### src/rtl/io_pkg.sv
// rtl/io_pkg.sv - opcode type and board limits shared by the io command path
package io_pkg;

  typedef enum logic [1:0] {
    IO_OP_LED  = 2'd0,
    IO_OP_SEG  = 2'd1,
    IO_OP_READ = 2'd2,
    IO_OP_RSVD = 2'd3
  } io_op_t;

  localparam int IO_MAX_SWITCH_IDX = 13;
  localparam int IO_NUM_LED        = 18;
  localparam int IO_NUM_DIGIT      = 4;

  function automatic logic read_ok(io_op_t op, logic [31:0] idx);
    return (op == IO_OP_READ) && (idx <= 32'(IO_MAX_SWITCH_IDX));
  endfunction

endpackage

### src/rtl/rr_arbiter.sv
// rtl/rr_arbiter.sv - combinational round-robin pick starting at rr_ptr
module rr_arbiter #(
  parameter int NUM_REQ = 2,
  parameter int ID_W    = $clog2(NUM_REQ)
) (
  input  logic [NUM_REQ-1:0] req,
  input  logic [ID_W-1:0]    rr_ptr,
  output logic [NUM_REQ-1:0] grant,
  output logic [ID_W-1:0]    grant_idx
);

  always_comb begin
    int   idx;
    logic found;
    grant     = '0;
    grant_idx = '0;
    found     = 1'b0;
    idx       = 0;
    for (int i = 0; i < NUM_REQ; i++) begin
      idx = int'(rr_ptr) + i;
      if (idx >= NUM_REQ) idx = idx - NUM_REQ;
      if (!found && req[idx]) begin
        found      = 1'b1;
        grant[idx] = 1'b1;
        grant_idx  = ID_W'(idx);
      end
    end
  end

endmodule

### src/rtl/io_arbiter.sv
// rtl/io_arbiter.sv - shares the io command port between requesters, returns tagged switch reads
module io_arbiter
  import io_pkg::*;
#(
  parameter int NUM_REQ = 2,
  parameter int ID_W    = $clog2(NUM_REQ)
) (
  input  logic                  clock,
  input  logic                  reset_n,
  input  logic [NUM_REQ-1:0]    req_valid,
  output logic [NUM_REQ-1:0]    req_ready,
  input  logic [2*NUM_REQ-1:0]  req_op,
  input  logic [32*NUM_REQ-1:0] req_control,
  input  logic [32*NUM_REQ-1:0] req_value,
  output logic                  rsp_valid,
  output logic [ID_W-1:0]       rsp_id,
  output logic                  rsp_data,
  output logic                  rsp_err,
  output logic                  LightLED,
  output logic                  LightSevenSegment,
  output logic                  ReadSwitch,
  output logic [31:0]           control,
  output logic [31:0]           value,
  input  logic                  SwitchValue
);

  typedef enum logic [1:0] {IDLE, ISSUE, RDWAIT} state_t;

  state_t             state, state_next;
  logic [ID_W-1:0]    rr_ptr, grant_idx;
  logic [NUM_REQ-1:0] grant;
  io_op_t             op_q, sel_op;
  logic [31:0]        sel_control, sel_value;
  logic               take, sel_bad;

  rr_arbiter #(.NUM_REQ(NUM_REQ), .ID_W(ID_W)) u_rr (
    .req       (req_valid),
    .rr_ptr    (rr_ptr),
    .grant     (grant),
    .grant_idx (grant_idx)
  );

  // Gating with reset_n keeps a held reset from looking like a handshake.
  assign req_ready = (state == IDLE && reset_n) ? grant : '0;
  assign take      = |req_ready;

  always_comb begin
    sel_op      = IO_OP_LED;
    sel_control = '0;
    sel_value   = '0;
    for (int i = 0; i < NUM_REQ; i++) begin
      if (grant[i]) begin
        sel_op      = io_op_t'(req_op[2*i +: 2]);
        sel_control = req_control[32*i +: 32];
        sel_value   = req_value[32*i +: 32];
      end
    end
    sel_bad = (sel_op == IO_OP_RSVD) || (sel_op == IO_OP_READ && !read_ok(sel_op, sel_value));
  end

  always_comb begin
    state_next = state;
    case (state)
      IDLE:    if (take) state_next = ISSUE;
      ISSUE:   state_next = read_ok(op_q, value) ? RDWAIT : IDLE;
      RDWAIT:  state_next = IDLE;
      default: state_next = IDLE;
    endcase
  end

  always_ff @(posedge clock or negedge reset_n) begin
    if (!reset_n) state <= IDLE;
    else          state <= state_next;
  end

  always_ff @(posedge clock or negedge reset_n) begin
    if (!reset_n) begin
      rr_ptr            <= '0;
      op_q              <= IO_OP_LED;
      control           <= '0;
      value             <= '0;
      rsp_id            <= '0;
      rsp_valid         <= 1'b0;
      rsp_err           <= 1'b0;
      LightLED          <= 1'b0;
      LightSevenSegment <= 1'b0;
      ReadSwitch        <= 1'b0;
    end else begin
      LightLED          <= 1'b0;
      LightSevenSegment <= 1'b0;
      ReadSwitch        <= 1'b0;
      rsp_valid         <= 1'b0;
      rsp_err           <= 1'b0;
      if (take) begin
        rr_ptr            <= (grant_idx == ID_W'(NUM_REQ-1)) ? '0 : grant_idx + 1'b1;
        op_q              <= sel_op;
        control           <= sel_control;
        value             <= sel_value;
        rsp_id            <= grant_idx;
        LightLED          <= (sel_op == IO_OP_LED);
        LightSevenSegment <= (sel_op == IO_OP_SEG);
        ReadSwitch        <= read_ok(sel_op, sel_value);
        rsp_valid         <= sel_bad;
        rsp_err           <= sel_bad;
      end else if (state == ISSUE) begin
        rsp_valid <= read_ok(op_q, value);
      end
    end
  end

  // io updates SwitchValue on the same edge that enters RDWAIT, so it is passed through.
  assign rsp_data = (state == RDWAIT) & SwitchValue;

endmodule

### config.mk
export PLATFORM = sky130hd
export DESIGN_NAME = io_arbiter
export DESIGN_NICKNAME = d
export VERILOG_FILES = /design/src/rtl/io_pkg.sv /design/src/rtl/rr_arbiter.sv /design/src/rtl/io_arbiter.sv
export SDC_FILE = /design/constraint.sdc
export NUM_CORES = 1
export LEC_CHECK = 0
export CELL_PAD_IN_SITES_DETAIL_PLACEMENT = 0
export CELL_PAD_IN_SITES_GLOBAL_PLACEMENT = 1
export CORE_MARGIN = 3
export CORE_UTILIZATION = 29
export CTS_CLUSTER_DIAMETER = 100
export CTS_CLUSTER_SIZE = 10
export DETAILED_ROUTE_END_ITERATION = 10
export GPL_ROUTABILITY_DRIVEN = 0
export PLACE_DENSITY_LB_ADDON = 0.1
export REMOVE_ABC_BUFFERS = 1
export SLEW_MARGIN = 40
export SYNTH_ARGS = -nofsm -noshare
export SYNTH_HDL_FRONTEND = slang
export SYNTH_SLANG_ARGS = --single-unit
### constraint.sdc
create_clock -name clock -period 3.4 [get_ports clock]
set_clock_uncertainty 0.1 [all_clocks]
set_input_delay 0.68 -clock clock [delete_from_list [all_inputs] [get_ports clock]]
set_output_delay 0.68 -clock clock [all_outputs]
set_load 0.02 [all_outputs]
==> impl_metrics.json, run 1 <==
{
  "highest_metal_layer_with_signal_wires": "met4",
  "area_growth_pct": 71.3,
  "ys_types": 35,
  "met1Wirelength_um": 5350,
  "die_w_um": 116,
  "power.static_leakage_nw": 2.44,
  "ranking_of_synthesized_cells_by_area": "dfrtp_1 54%, a22oi_1 13%, o21ai_0 8.6%, nand2_1 7.5%, nor4_1 3.2%",
  "yosysWarnings": 0,
  "critPathRequiredTime_ns": 2.62,
  "met2_length_um": 5660,
  "number_of_remaining_drc_errors": 0,
  "timing.critical_path.fanout_max": 4,
  "first_pass_grt_wire_length_um": 18900,
  "synth_ff_type": "dfrtp_1",
  "slew_violations": 0,
  "met3_wirelength_um": 1240,
  "reg2regPathDepth": 6,
  "ys_ff_latch": 75,
  "dr.pass1.iters": 4,
  "grt_setup_unrepaired": "no",
  "io_buffers": 209,
  "layout.filler_cells": 1112,
  "cts_resized": 0,
  "dr_total_vias": 3567,
  "cts_tree": "built",
  "crit_path_start": "req_valid[0]",
  "grt_start_max_net_pins": 86,
  "antenna_found_initial": 0,
  "h-tree-depth": 3,
  "routed_via_density": 5.02,
  "initial_utilization": 0.302,
  "io_pins": 210,
  "run_status": "completed",
  "finish.net_count": 699,
  "floorplan.core_area_sq_um": 11600,
  "preCtsSetupSlack_ns": 0.307,
  "ys_seq_area_frac": 0.535,
  "synth_area_sq_um": 3510,
  "totalWireLength_um": 12500,
  "worstSetupEndpointType": "primary output",
  "post_cts.repair.setup_buffers": 0,
  "post_route_ant_nets": 0,
  "clk_path_buf_depth": 2,
  "dp_hpwl_um": 9540,
  "grt_overflow": 0,
  "non_filler_cells_final": 710,
  "placedCellCount": 694,
  "synth_top_area_frac": 0.535,
  "clock_latency_at_the_later_pin_of_the_worst_skew_pair_ns": 0.33,
  "crit_type": "input port to primary output",
  "worst-endpoint-arrival_ns": 2.31,
  "irDropWorstVdd_mv": 0.212,
  "setup_viol": 0,
  "grt_pass1_vias": 3546,
  "worst_slew_margin_relative_to_its_limit": 0.527,
  "fin_area_sq_um": 6010,
  "clk_pin_slew_worst_paths_ns": 0.06,
  "final_critical_path_setup_slack_ns": 0.308,
  "hold_buffers": 0,
  "die-area_sq_um": 13400,
  "finalHoldViolations": 0,
  "layout_min_cycle_time_ns": 3.09,
  "holdCritPathClass": "input port to async pin",
  "total_grt_usage": 0.182,
  "multi_input_gate_area_sq_um": 1490,
  "powerDensity_nw_per_um2": 530,
  "post_synth_inst_count": 362,
  "timing_worst_slew_pin_value_ns": 0.710,
  "cts_root_buf": "clkbuf_16",
  "row_cnt": 39,
  "cts.sink_count": 75,
  "first_iter_violations": 157,
  "worst_r2r_startpoint": "rr_ptr$_DFFE_PN0P_",
  "layout-drive-gt1-share": 0.0564,
  "dieHeight_um": 116,
  "antenna_cells": 0,
  "synth_edf_count": 0,
  "synthArstFlopShare": 1.00,
  "worst_setup_path_start_kind": "input port",
  "fmaxAchievable_mhz": 323,
  "placed_cell_area_sq_um": 5710,
  "min_period_over_period": 0.910,
  "post_dr_wirelength_cell_um": 17.6,
  "post_synth.cell_area_avg_sq_um": 9.69,
  "sequential_cell_area_sq_um": 1880,
  "max_cap_violations": 0,
  "synth_top_area_cell": "dfrtp_1",
  "tritoncts.num_buffers": 9
}
==> where the power goes <==
| group | internal, mW | switching (mW) | leakage, nW |
|---|---|---|---|
| Sequential | 1.06 | 0.112 | 0.949 |
| Clock | 0.565 | 0.367 | 0.141 |
| Combinational | 0.537 | 0.547 | 1.35 |
| Total | 2.16 | 1.03 | 2.44 |
==> synthesized netlist by cell type (2+ instances only) <==
master,count
nand3_1,4
nand2_1,70
nand4_1,3
nor4_1,18
nor3_1,2
and3_1,2
and2_1,2
buf_2,13
a32oi_1,2
dfrtp_1,75
o21ai_1,7
o21ai_0,60
clkbuf_1,7
a21oi_1,2
nor2_1,7
a22oi_1,62
buf_4,7
inv_1,2
==> worst paths after layout <==
path | end | slack, ns
worst max-delay path | req_ready[0] | 0.31
worst min-delay path | rr_ptr$_DFFE_PN0P_ | 0.29
worst max register to register | ReadSwitch$_DFF_PN0_ | 1.35
worst min register to register | control[5]$_DFFE_PN0P_ | 0.38
max in group asynchronous | value[28]$_DFFE_PN0P_ | 2.41
min in group clock | control[5]$_DFFE_PN0P_ | 0.38
==> cells in the final DEF, fill, tap and decap left out, drive strengths merged, types with 3 or more instances in the layout <==
cell type | synthesis | layout
nor4 | 18 | 18
a32oi | 3 | 3
clkbuf | 7 | 9
dfrtp | 75 | 75
clkinv | 0 | 4
nor2 | 7 | 7
nand3 | 4 | 4
nand2 | 70 | 70
buf | 21 | 9
nand4 | 3 | 3
clkdlybuf4s50 | 0 | 208
a22oi | 62 | 62
o21ai | 67 | 67
==> area by class of cell <==
class,instances,area share
clock buffer,9,0.0375
tap,143,0.0298
inverter,2,0.00125
timing repair buffer,217,0.360
multi-input combinational,257,0.248
sequential,75,0.312
clock inverter,7,0.0115
==> state kept, by name, summed over array words and instances (netlist names) <==
signal and count:
control 32, value 32, op_q 2, state 2, LightLED 1, LightSevenSegment 1
ReadSwitch 1, rr_ptr 1, rsp_err 1, rsp_id 1, rsp_valid 1
==> cell families after synthesis <==
family | synth area share
compound gates | 0.261
flops | 0.535
buf+inv | 0.0464
simple gates | 0.158
==> through the flow <==
stage	hold WS (ns)	setup TNS [ns]	utilization	total power, mW
6_report	0.294	0	0.517	3.18
5_1_grt	0.323	0	0.517	3.36
4_1_cts	0.294	0	0.517	3.24
3_5_place_dp	0.369	0	0.492	2.28
3_3_place_gp	0.360	0	0.492	2.27
2_1_floorplan	0.284	-49.94	-	1.64
==> layer usage <==
metal | vias to the layer above | global-route usage
met5 | - | 0
met4 | 0 | 0.0665
met3 | 16 | 0.0590
met2 | 152 | 0.288
met1 | 1649 | 0.234
li1 | 1750 | -
==> critical path, cell delays in order <==
cell             delay (ns)
clkdlybuf4s50_1        0.61
a21boi_4               0.22
and3_1                 0.19
clkdlybuf4s50_1        0.60
Note: power is estimated with default switching activity, not from simulation.
==> inputs of run 2 (changes only) <==
- CTS_CLUSTER_SIZE: 10 -> unset
- HOLD_SLACK_MARGIN: unset -> 0.12
- MAX_ROUTING_LAYER: unset -> met4
==> impl_metrics.json, run 2 (same netlist as run 1, synthesis figures left out) <==
{
  "setup_viol": 0,
  "worst_setup_path_start_kind": "input port",
  "critPathRequiredTime_ns": 2.62,
  "timing.critical_path.fanout_max": 4,
  "cp_cell_sequence": "clkdlybuf4s50_1 -> a21boi_4 -> and3_1 -> clkdlybuf4s50_1",
  "first_pass_grt_wire_length_um": 18800,
  "post_route_ant_nets": 0,
  "hold_buffers": 0,
  "dr.pass1.iters": 4,
  "io_pins": 210,
  "finalHoldViolations": 0,
  "finish.net_count": 699,
  "most_common_library_cell_in_the_layout_ignoring_fill_and_taps": "clkdlybuf4s50_1",
  "clk_pin_slew_worst_paths_ns": 0.06,
  "dr_total_vias": 3566,
  "holdCritPathClass": "input port to async pin",
  "dieHeight_um": 116,
  "io_buffers": 209,
  "fmaxAchievable_mhz": 323,
  "total_grt_usage": 0.188,
  "cts.sink_count": 75,
  "grt_overflow": 0,
  "cts_resized": 0,
  "post_dr_wirelength_cell_um": 17.6,
  "family_with_the_most_delay_on_the_worst_path": "buffers and inverters",
  "initial_utilization": 0.302,
  "worst_slew_margin_relative_to_its_limit": 0.526,
  "clock_latency_at_the_later_pin_of_the_worst_skew_pair_ns": 0.33,
  "most_frequent_cells_in_the_layout": "208 x clkdlybuf4s50_1, 75 x dfrtp_1, 70 x nand2_1, 62 x a22oi_1, 60 x o21ai_0",
  "die_w_um": 116,
  "final_core_utilization": 0.517,
  "crit_type": "input port to primary output",
  "die-area_sq_um": 13400,
  "dp_hpwl_um": 9540,
  "antenna_found_initial": 0,
  "worst-endpoint-arrival_ns": 2.31,
  "max_cap_violations": 0,
  "routed_via_density": 5.02,
  "run_status": "completed",
  "cts_tree": "built",
  "non_filler_cells_final": 710,
  "power.static_leakage_nw": 2.44,
  "first_iter_violations": 162,
  "row_cnt": 39,
  "critical_path.slowest_cell": "clkdlybuf4s50_1",
  "slew_violations": 0,
  "floorplan.core_area_sq_um": 11600,
  "layout-drive-gt1-share": 0.0564,
  "timing_worst_slew_pin_value_ns": 0.711,
  "cts_root_buf": "clkbuf_16",
  "critical_path.most_common_cell": "clkdlybuf4s50_1",
  "grt_setup_unrepaired": "no",
  "worstSetupEndpointType": "primary output",
  "post_cts.repair.setup_buffers": 0,
  "tritoncts.num_buffers": 9,
  "h-tree-depth": 3,
  "clk_path_buf_depth": 2,
  "area_growth_pct": 71.3,
  "totalWireLength_um": 12500,
  "placedCellCount": 694,
  "powerDensity_nw_per_um2": 530,
  "setup_tns_ns": 0,
  "grt_start_max_net_pins": 86,
  "grt_pass1_vias": 3563,
  "number_of_remaining_drc_errors": 0,
  "min_period_over_period": 0.909,
  "largest_stage_delay_on_the_critical_path_ns": 0.61,
  "cp_num_buf_inv": 2,
  "antenna_cells": 0,
  "irDropWorstVdd_mv": 0.213,
  "layout_min_cycle_time_ns": 3.09,
  "top_regs": "control x32, value x32"
}
run 2: cell counts in the layout (fill, tap and decap cells not counted):
Identical to the previous run, type by type.
run 2: layout make-up:
class                      instances  area [sq um]
fill                            1112          5610
clock inverter                     7          68.8
multi-input combinational        257          1490
inverter                           2          7.51
tap                              143           179
sequential                        75          1880
timing repair buffer             217          2160
clock buffer                       9           225
run 2: per-layer routing:
layer,vias to the layer above,part of all wire,routed length [um],GRT usage
li1,1745,-,-,-
met1,1649,0.44,5500,0.241
met2,153,0.45,5650,0.288
met5,-,0,0,-
met4,0,0.020,250,0.0665
met3,19,0.088,1100,0.0480
run 2: worst paths after layout:
path	end	start	cells after the start	slack, ns
max	req_ready[0]	req_valid[0]	4	0.31
min	rr_ptr$_DFFE_PN0P_	reset_n	2	0.29
max reg2reg	ReadSwitch$_DFF_PN0_	rr_ptr$_DFFE_PN0P_	6	1.35
min reg2reg	control[5]$_DFFE_PN0P_	control[5]$_DFFE_PN0P_	2	0.38
max in group asynchronous	value[28]$_DFFE_PN0P_	reset_n	2	2.41
min in group clock	control[5]$_DFFE_PN0P_	control[5]$_DFFE_PN0P_	2	0.38
run 2: through the flow:
stage	total power [mW]	cell area, sq um	setup WS [ns]	hold slack [ns]
3_3_place_gp	2.27	5710	0.318	0.360
6_report	3.19	6010	0.308	0.293
3_5_place_dp	2.28	5710	0.307	0.369
2_1_floorplan	1.64	3350	-1.09	0.284
4_1_cts	3.24	6010	0.306	0.294
5_1_grt	3.36	6010	0.234	0.325
run 2: worst register-to-register path: cells and delay by family, from the launching register on:
family                 cells  cell delay (ns)
AOI/OAI and AO/OA          2             0.42
buffers and inverters      1             0.59
DFF                        1             0.43
and+or+nand+nor            3             0.40
run 2: where the power goes:
group,internal (mW),total (mW),switching [mW]
Combinational,0.537,1.09,0.549
Clock,0.565,0.932,0.367
Sequential,1.06,1.17,0.112
